**src/rtl/s_box.sv**
```systemverilog
// AES forward S-box leaf cell: substitutes one byte per cycle via a constant 256-entry table.
// Latency 1 cycle (registered output); no backpressure, every in_valid byte is accepted.
module s_box (
  input  logic       clk,
  input  logic       rst,
  input  logic       in_valid,
  input  logic [7:0] in_byte,
  output logic       out_valid,
  output logic [7:0] out_byte
);

  // Row = in_byte[7:4], column = in_byte[3:0] of the standard FIPS-197 table.
  localparam logic [7:0] SBOX [0:255] = '{
    8'h63, 8'h7c, 8'h77, 8'h7b, 8'hf2, 8'h6b, 8'h6f, 8'hc5, 8'h30, 8'h01, 8'h67, 8'h2b, 8'hfe, 8'hd7, 8'hab, 8'h76,
    8'hca, 8'h82, 8'hc9, 8'h7d, 8'hfa, 8'h59, 8'h47, 8'hf0, 8'had, 8'hd4, 8'ha2, 8'haf, 8'h9c, 8'ha4, 8'h72, 8'hc0,
    8'hb7, 8'hfd, 8'h93, 8'h26, 8'h36, 8'h3f, 8'hf7, 8'hcc, 8'h34, 8'ha5, 8'he5, 8'hf1, 8'h71, 8'hd8, 8'h31, 8'h15,
    8'h04, 8'hc7, 8'h23, 8'hc3, 8'h18, 8'h96, 8'h05, 8'h9a, 8'h07, 8'h12, 8'h80, 8'he2, 8'heb, 8'h27, 8'hb2, 8'h75,
    8'h09, 8'h83, 8'h2c, 8'h1a, 8'h1b, 8'h6e, 8'h5a, 8'ha0, 8'h52, 8'h3b, 8'hd6, 8'hb3, 8'h29, 8'he3, 8'h2f, 8'h84,
    8'h53, 8'hd1, 8'h00, 8'hed, 8'h20, 8'hfc, 8'hb1, 8'h5b, 8'h6a, 8'hcb, 8'hbe, 8'h39, 8'h4a, 8'h4c, 8'h58, 8'hcf,
    8'hd0, 8'hef, 8'haa, 8'hfb, 8'h43, 8'h4d, 8'h33, 8'h85, 8'h45, 8'hf9, 8'h02, 8'h7f, 8'h50, 8'h3c, 8'h9f, 8'ha8,
    8'h51, 8'ha3, 8'h40, 8'h8f, 8'h92, 8'h9d, 8'h38, 8'hf5, 8'hbc, 8'hb6, 8'hda, 8'h21, 8'h10, 8'hff, 8'hf3, 8'hd2,
    8'hcd, 8'h0c, 8'h13, 8'hec, 8'h5f, 8'h97, 8'h44, 8'h17, 8'hc4, 8'ha7, 8'h7e, 8'h3d, 8'h64, 8'h5d, 8'h19, 8'h73,
    8'h60, 8'h81, 8'h4f, 8'hdc, 8'h22, 8'h2a, 8'h90, 8'h88, 8'h46, 8'hee, 8'hb8, 8'h14, 8'hde, 8'h5e, 8'h0b, 8'hdb,
    8'he0, 8'h32, 8'h3a, 8'h0a, 8'h49, 8'h06, 8'h24, 8'h5c, 8'hc2, 8'hd3, 8'hac, 8'h62, 8'h91, 8'h95, 8'he4, 8'h79,
    8'he7, 8'hc8, 8'h37, 8'h6d, 8'h8d, 8'hd5, 8'h4e, 8'ha9, 8'h6c, 8'h56, 8'hf4, 8'hea, 8'h65, 8'h7a, 8'hae, 8'h08,
    8'hba, 8'h78, 8'h25, 8'h2e, 8'h1c, 8'ha6, 8'hb4, 8'hc6, 8'he8, 8'hdd, 8'h74, 8'h1f, 8'h4b, 8'hbd, 8'h8b, 8'h8a,
    8'h70, 8'h3e, 8'hb5, 8'h66, 8'h48, 8'h03, 8'hf6, 8'h0e, 8'h61, 8'h35, 8'h57, 8'hb9, 8'h86, 8'hc1, 8'h1d, 8'h9e,
    8'he1, 8'hf8, 8'h98, 8'h11, 8'h69, 8'hd9, 8'h8e, 8'h94, 8'h9b, 8'h1e, 8'h87, 8'he9, 8'hce, 8'h55, 8'h28, 8'hdf,
    8'h8c, 8'ha1, 8'h89, 8'h0d, 8'hbf, 8'he6, 8'h42, 8'h68, 8'h41, 8'h99, 8'h2d, 8'h0f, 8'hb0, 8'h54, 8'hbb, 8'h16
  };

  logic [7:0] sub_byte;

  always_comb begin
    sub_byte = SBOX[in_byte];
  end

  // out_byte only loads on valid input so idle cycles keep the last result visible.
  always_ff @(posedge clk) begin
    if (rst) begin
      out_valid <= 1'b0;
      out_byte  <= 8'h00;
    end else begin
      out_valid <= in_valid;
      if (in_valid) begin
        out_byte <= sub_byte;
      end
    end
  end

endmodule

```
**config.mk**
```make
export PLATFORM = sky130hd
export DESIGN_NAME = s_box
export DESIGN_NICKNAME = d
export VERILOG_FILES = /design/src/rtl/s_box.sv
export SDC_FILE = /design/constraint.sdc
export NUM_CORES = 1
export LEC_CHECK = 0
export ABC_AREA = 0
export CORE_MARGIN = 1.5
export CORE_UTILIZATION = 60
export DETAILED_ROUTE_END_ITERATION = 12
export GPL_TIMING_DRIVEN = 0
export HOLD_SLACK_MARGIN = 0.12
export PLACE_DENSITY = 0.82
export SLEW_MARGIN = 30
export SYNTH_ARGS = -nofsm -noshare
export SYNTH_HDL_FRONTEND = slang
export SYNTH_SLANG_ARGS = --single-unit
```
**constraint.sdc**
```tcl
create_clock -name clk -period 3.1 [get_ports clk]
set_input_delay 0.465 -clock clk [delete_from_list [all_inputs] [get_ports clk]]
set_output_delay 0.465 -clock clk [all_outputs]
set_load 0.01 [all_outputs]
```
==> results of run 1 <==
[metal layers]
layer | GRT overflow | global-route usage, %
met1 | 0 | 68.9
met3 | 0 | 61.4
met4 | 1 | 60.8
met5 | 0 | 34.2
met2 | 0 | 76.3
[cells by family after synthesis]
logic type      share of synthesized area, %
fa+ha+maj                               4.93
flops                                   4.73
simple gates                            33.1
compound gates                          37.0
mux                                     9.53
buf+inv                                 10.3
xor+xnor                               0.460
[per-stage QoR]
step / hold WS (ps) / cell area [µm²]
floorplan: 475 / 3810
global placement: 461 / 4040
detailed placement: 467 / 4040
CTS: 476 / 4140
[repair_timing]
| action | CTS |
|---|---|
| resized for setup | 23 |
| hold buffers | 0 |
| setup buffers | 4 |
| setup endpoints to repair | 8 |
==> impl_metrics.env, run 1 <==
export IMPL_status="did not finish"
export IMPL_haltStage="global routing"
export IMPL_run_stop_error="[ERROR GRT-0116] Global routing finished with congestion. Check the congestion regions in the DRC Viewer."
export IMPL_gpl_final_weighted_congestion=1.46
export IMPL_core_rowCount=28
export IMPL_grt_first_pass_wirelength_um=32800
export IMPL_synthDistinctLibCells=78
export IMPL_synth_top_flop_cell="sky130_fd_sc_hd__dfxtp_1"
export IMPL_number_of_global_route_vias_before_repair=5746
export IMPL_hpwlAfterDp_um=13800
export IMPL_cts_htree_levels=1
export IMPL_synth_cells_most_frequent="53 x sky130_fd_sc_hd__nor2_1, 47 x sky130_fd_sc_hd__a21oi_1, 40 x sky130_fd_sc_hd__nand2_1"
export IMPL_dp_slack_ps=-1480
export IMPL_synth_edff_count=0
export IMPL_cts_inserted_buffers=3
export IMPL_synth_top_cell_area_share_pct=6.51
export IMPL_syn_inst=573
export IMPL_place_port_buffers=14
export IMPL_clk_path_buf_depth=2
export IMPL_netlist_top_cells_area="sky130_fd_sc_hd__mux4_2 6.5%, sky130_fd_sc_hd__a21oi_1 6.2%, sky130_fd_sc_hd__nor2_1 5.2%, sky130_fd_sc_hd__ha_1 4.9%, sky130_fd_sc_hd__o21ai_0 4.9%"
export IMPL_synth_seq_area_share_pct=4.73
export IMPL_pin_count=20
export IMPL_dpl_cell_count=662
export IMPL_start_util_pct=63.2
export IMPL_synth_warnings=0
export IMPL_syn_area_mm2=0.00381
export IMPL_syn_avg_cell_area_um2=6.64
export IMPL_synthesis_nets=599
export IMPL_synth_seq_cells=9
export IMPL_grt_max_degree=20
export IMPL_largest_area_contributor_in_the_netlist="sky130_fd_sc_hd__mux4_2"
export IMPL_dieHeight_um=82.6
export IMPL_fp_dieW_um=82.6
export IMPL_global_route_usage_total_pct=67.4
export IMPL_synth_async_reset_ratio_pct=0
export IMPL_clock_sinks=9
export IMPL_synth_most_common_cell="sky130_fd_sc_hd__nor2_1"
export IMPL_cts_root_buf="sky130_fd_sc_hd__clkbuf_8"
export IMPL_grt_overflow=1
==> run 2: changes to the inputs <==
--- a/config.mk
+++ b/config.mk
@@ -7,11 +7,10 @@
 export LEC_CHECK = 0
 export ABC_AREA = 0
 export CORE_MARGIN = 1.5
-export CORE_UTILIZATION = 60
+export CORE_UTILIZATION = 40
 export DETAILED_ROUTE_END_ITERATION = 12
 export GPL_TIMING_DRIVEN = 0
-export HOLD_SLACK_MARGIN = 0.12
-export PLACE_DENSITY = 0.82
+export PLACE_DENSITY_LB_ADDON = 0.15
 export SLEW_MARGIN = 30
 export SYNTH_ARGS = -nofsm -noshare
 export SYNTH_HDL_FRONTEND = slang
==> run 2 against run 1 <==
  * Synthesized area stayed put
  * The flow now finishes, with violations (setup timing)
  * Synthesized cell count stayed put
==> impl_metrics.env, run 2 <==
export IMPL_wl_per_cell_um=33.9
export IMPL_dr_pass1_iters=7
export IMPL_setup_viol=1
export IMPL_largest_register_ff_count=8
export IMPL_antenna_left=0
export IMPL_global_route_usage_met3_pct=22.2
export IMPL_fp_dieArea_mm2=0.0101
export IMPL_dr_first_iter_drc_count=1285
export IMPL_clock_sinks=9
export IMPL_synth_top_flop_cell="sky130_fd_sc_hd__dfxtp_1"
export IMPL_rsz_0062_raised_after_global_routing="yes"
export IMPL_drcViolationCount=0
export IMPL_via_density_per_instance=7.97
export IMPL_multiplexer_share_of_the_synthesized_area_pct=9.53
export IMPL_synth_async_reset_ratio_pct=0
export IMPL_area_share_of_xor_xnor_cells_in_the_synthesized_design_pct=0.460
export IMPL_critical_path_end_type="register"
export IMPL_net_switching_component_of_the_power_uw=590
export IMPL_tritoncts="done"
export IMPL_seq_power_share_pct=12.3
export IMPL_place_port_buffers=14
export IMPL_synth_fa_ha_area_share_pct=4.93
export IMPL_detailroute_via_count=5753
export IMPL_fp_dieW_um=101
export IMPL_synth_seq_area_share_pct=4.73
export IMPL_final_cell_mix="51 x sky130_fd_sc_hd__nor2_1, 46 x sky130_fd_sc_hd__a21oi_1, 39 x sky130_fd_sc_hd__nand2_1"
export IMPL_worst_r2r_setup_slack_ps=2020
export IMPL_power_frac_comb_pct=74.5
export IMPL_synth_top_family_by_area="compound AO/OA/AOI/OAI gates"
export IMPL_fillCellCount=990
export IMPL_cts_htree_levels=1
export IMPL_fin_ws_ps=-12.4
export IMPL_grtUsageMet1_pct=60.5
export IMPL_dpl_cell_count=716
export IMPL_synth_top_cell_area_share_pct=6.51
export IMPL_worstMarginPinSlew_ps=882
export IMPL_diodes=0
export IMPL_global_route_usage_total_pct=49.2
export IMPL_largest_register="out_byte"
export IMPL_grt_util_met2_pct=66.5
export IMPL_final_period_minus_worst_setup_slack_ps=3110
export IMPL_hpwlAfterDp_um=17200
export IMPL_power_leakage_uw=0.00157
export IMPL_dieHeight_um=101
export IMPL_power_frac_clock_pct=13.1
export IMPL_synth_cells_most_frequent="53 x sky130_fd_sc_hd__nor2_1, 47 x sky130_fd_sc_hd__a21oi_1, 40 x sky130_fd_sc_hd__nand2_1"
export IMPL_synth_simple_gate_area_share_pct=33.1
export IMPL_grt_first_pass_wirelength_um=35900
export IMPL_synth_warnings=0
export IMPL_worst_ir_drop_vdd_mv=0.142
export IMPL_violations="setup timing"
export IMPL_syn_avg_cell_area_um2=6.64
export IMPL_reg_largest_list="out_byte (8), out_valid (1)"
export IMPL_netlist_top_cells_area="sky130_fd_sc_hd__mux4_2 6.5%, sky130_fd_sc_hd__a21oi_1 6.2%, sky130_fd_sc_hd__nor2_1 5.2%, sky130_fd_sc_hd__ha_1 4.9%, sky130_fd_sc_hd__o21ai_0 4.9%"
export IMPL_synth_most_common_cell="sky130_fd_sc_hd__nor2_1"
export IMPL_number_of_global_route_vias_before_repair=5430
export IMPL_finalHoldViolCount=0
export IMPL_power_density_cell_area_mw_per_mm2=249
export IMPL_largest_area_contributor_in_the_netlist="sky130_fd_sc_hd__mux4_2"
export IMPL_clk_pin_slew_worst_paths_ps=50
export IMPL_grt_overflow=0
export IMPL_syn_inst=573
export IMPL_antenna_violations_before_repair=0
export IMPL_worst_r2r_endpoint="out_byte[3]"
export IMPL_cp_max_fo=10
export IMPL_hold_ws_ps=482
export IMPL_slew_limit_headroom_pct=41.2
export IMPL_clk_path_buf_depth=2
export IMPL_worst_ep_arrival_time_ps=3240
export IMPL_timing_critical_path_from="in_byte[3]"
export IMPL_layer_with_the_highest_usage="met2"
export IMPL_layout_nets=620
export IMPL_layout_area_overhead_vs_synth_pct=13.4
export IMPL_cts_inserted_buffers=3
export IMPL_hp_class="reg -> reg"
export IMPL_routed_wirelength_um=24500
export IMPL_layout_drive_gt1_share_pct=17.7
export IMPL_r2r_worst_path_cells=5
export IMPL_core_area_mm2=0.00924
export IMPL_final_common_cell="sky130_fd_sc_hd__nor2_1"
export IMPL_grt_max_degree=20
export IMPL_max_clock_freq_ghz=0.321
export IMPL_synth_edff_count=0
export IMPL_start_util_pct=41.2
export IMPL_post_route_period_util_pct=100
export IMPL_synth_seq_cells=9
export IMPL_internal_power_uw=486
export IMPL_synthesis_nets=599
export IMPL_critPathKind="in -> reg"
export IMPL_cts_root_buf="sky130_fd_sc_hd__clkbuf_8"
export IMPL_worst_skew_pair_late_latency_ps=230
export IMPL_syn_area_mm2=0.00381
export IMPL_synth_compound_area_share_pct=36.9
export IMPL_critical_path_startpoint_type="primary input"
export IMPL_gpl_final_weighted_congestion=1.15
export IMPL_core_rowCount=35
export IMPL_critPathRequiredTime_ps=3230
export IMPL_reg2reg_from="out_byte[3]"
export IMPL_fin_cells=722
export IMPL_slew_viol_final=0
export IMPL_p_sw_share_pct=54.8
export IMPL_finClkSkew_ps=0
export IMPL_pin_count=20
export IMPL_endpoint="out_byte[1]"
export IMPL_status="finished with violations"
export IMPL_cap_violations=0
export IMPL_synthDistinctLibCells=78
[run 2: cell counts after synthesis]
No cell type changed its count.
[run 2: cell type report]
class	count	area, µm²	area share (%)
plain buffers	69	394	9.13
clock buffers	4	45.0	1.04
inverters	11	48.8	1.13
multi-input cells	482	3320	76.9
flip-flops and latches	9	180	4.18
well taps	129	161	3.74
repair buffers	18	165	3.83
[run 2: routing by layer]
layer,part of all wire [%],vias to the layer above
met1,34,2594
li1,-,2208
met3,18,235
met4,11,0
met5,0,-
met2,37,716
[run 2: how the worst min path moves through the flow]
stage / from / endpoint / slack (ps) / cells after the start
CTS: out_byte[1] / out_byte[1] / 470 / 2
global route: out_byte[1] / out_byte[1] / 510 / 2
floorplan: out_byte[1] / out_byte[1] / 470 / 2
finish: out_byte[5] / out_byte[5] / 480 / 2
detailed placement: out_byte[1] / out_byte[1] / 460 / 2
global placement: out_byte[1] / out_byte[1] / 450 / 2
[run 2: per-stage QoR]
step	TNS (ps)	power, µW	utilization, %	setup WS (ps)	instance area [µm²]
6_report	-12.4	1080	46.7	-12.4	4320
5_1_grt	-34.3	1080	46.7	-18.5	4320
4_1_cts	0	988	45.7	21.0	4220
3_5_place_dp	-11450	836	44.5	-1680	4110
3_3_place_gp	-11980	851	44.5	-1740	4110
2_1_floorplan	0	576	-	196	3810
[run 2: power groups by stage]
stage | clock network [µW] | logic, µW | registers [µW]
5_1_grt | 143 | 807 | 134
3_3_place_gp | 0 | 717 | 134
4_1_cts | 140 | 716 | 133
2_1_floorplan | 0 | 436 | 140
3_5_place_dp | 0 | 701 | 135
6_report | 141 | 801 | 133
[run 2: logic make-up after synthesis]
family | after synthesis
AO/OA/AOI/OAI | 202
buffers and inverters | 82
adder cells (fa/ha/maj) | 15
XOR/XNOR | 2
flip-flops | 9
AND/OR/NAND/NOR | 241
multiplexers | 22
[run 2: timing repair]
action | 4_1_cts | 5_1_grt
pin swaps | 0 | 2
buffers inserted | 3 | 1
gates resized for setup | 34 | 36
endpoints found under the hold margin | 0 | 0
endpoints found under the setup margin | 8 | 8
hold buffers | 0 | 0
gates cloned | 0 | 0
[run 2: worst max-delay path: stages]
cell and delay, ps:
sky130_fd_sc_hd__buf_2 200, sky130_fd_sc_hd__buf_2 390, sky130_fd_sc_hd__buf_2 370, sky130_fd_sc_hd__clkbuf_1 660
sky130_fd_sc_hd__a31oi_1 460, sky130_fd_sc_hd__a21oi_1 360, sky130_fd_sc_hd__o31ai_1 100, sky130_fd_sc_hd__o41ai_1 250
Note: power is estimated with default switching activity, not from simulation.
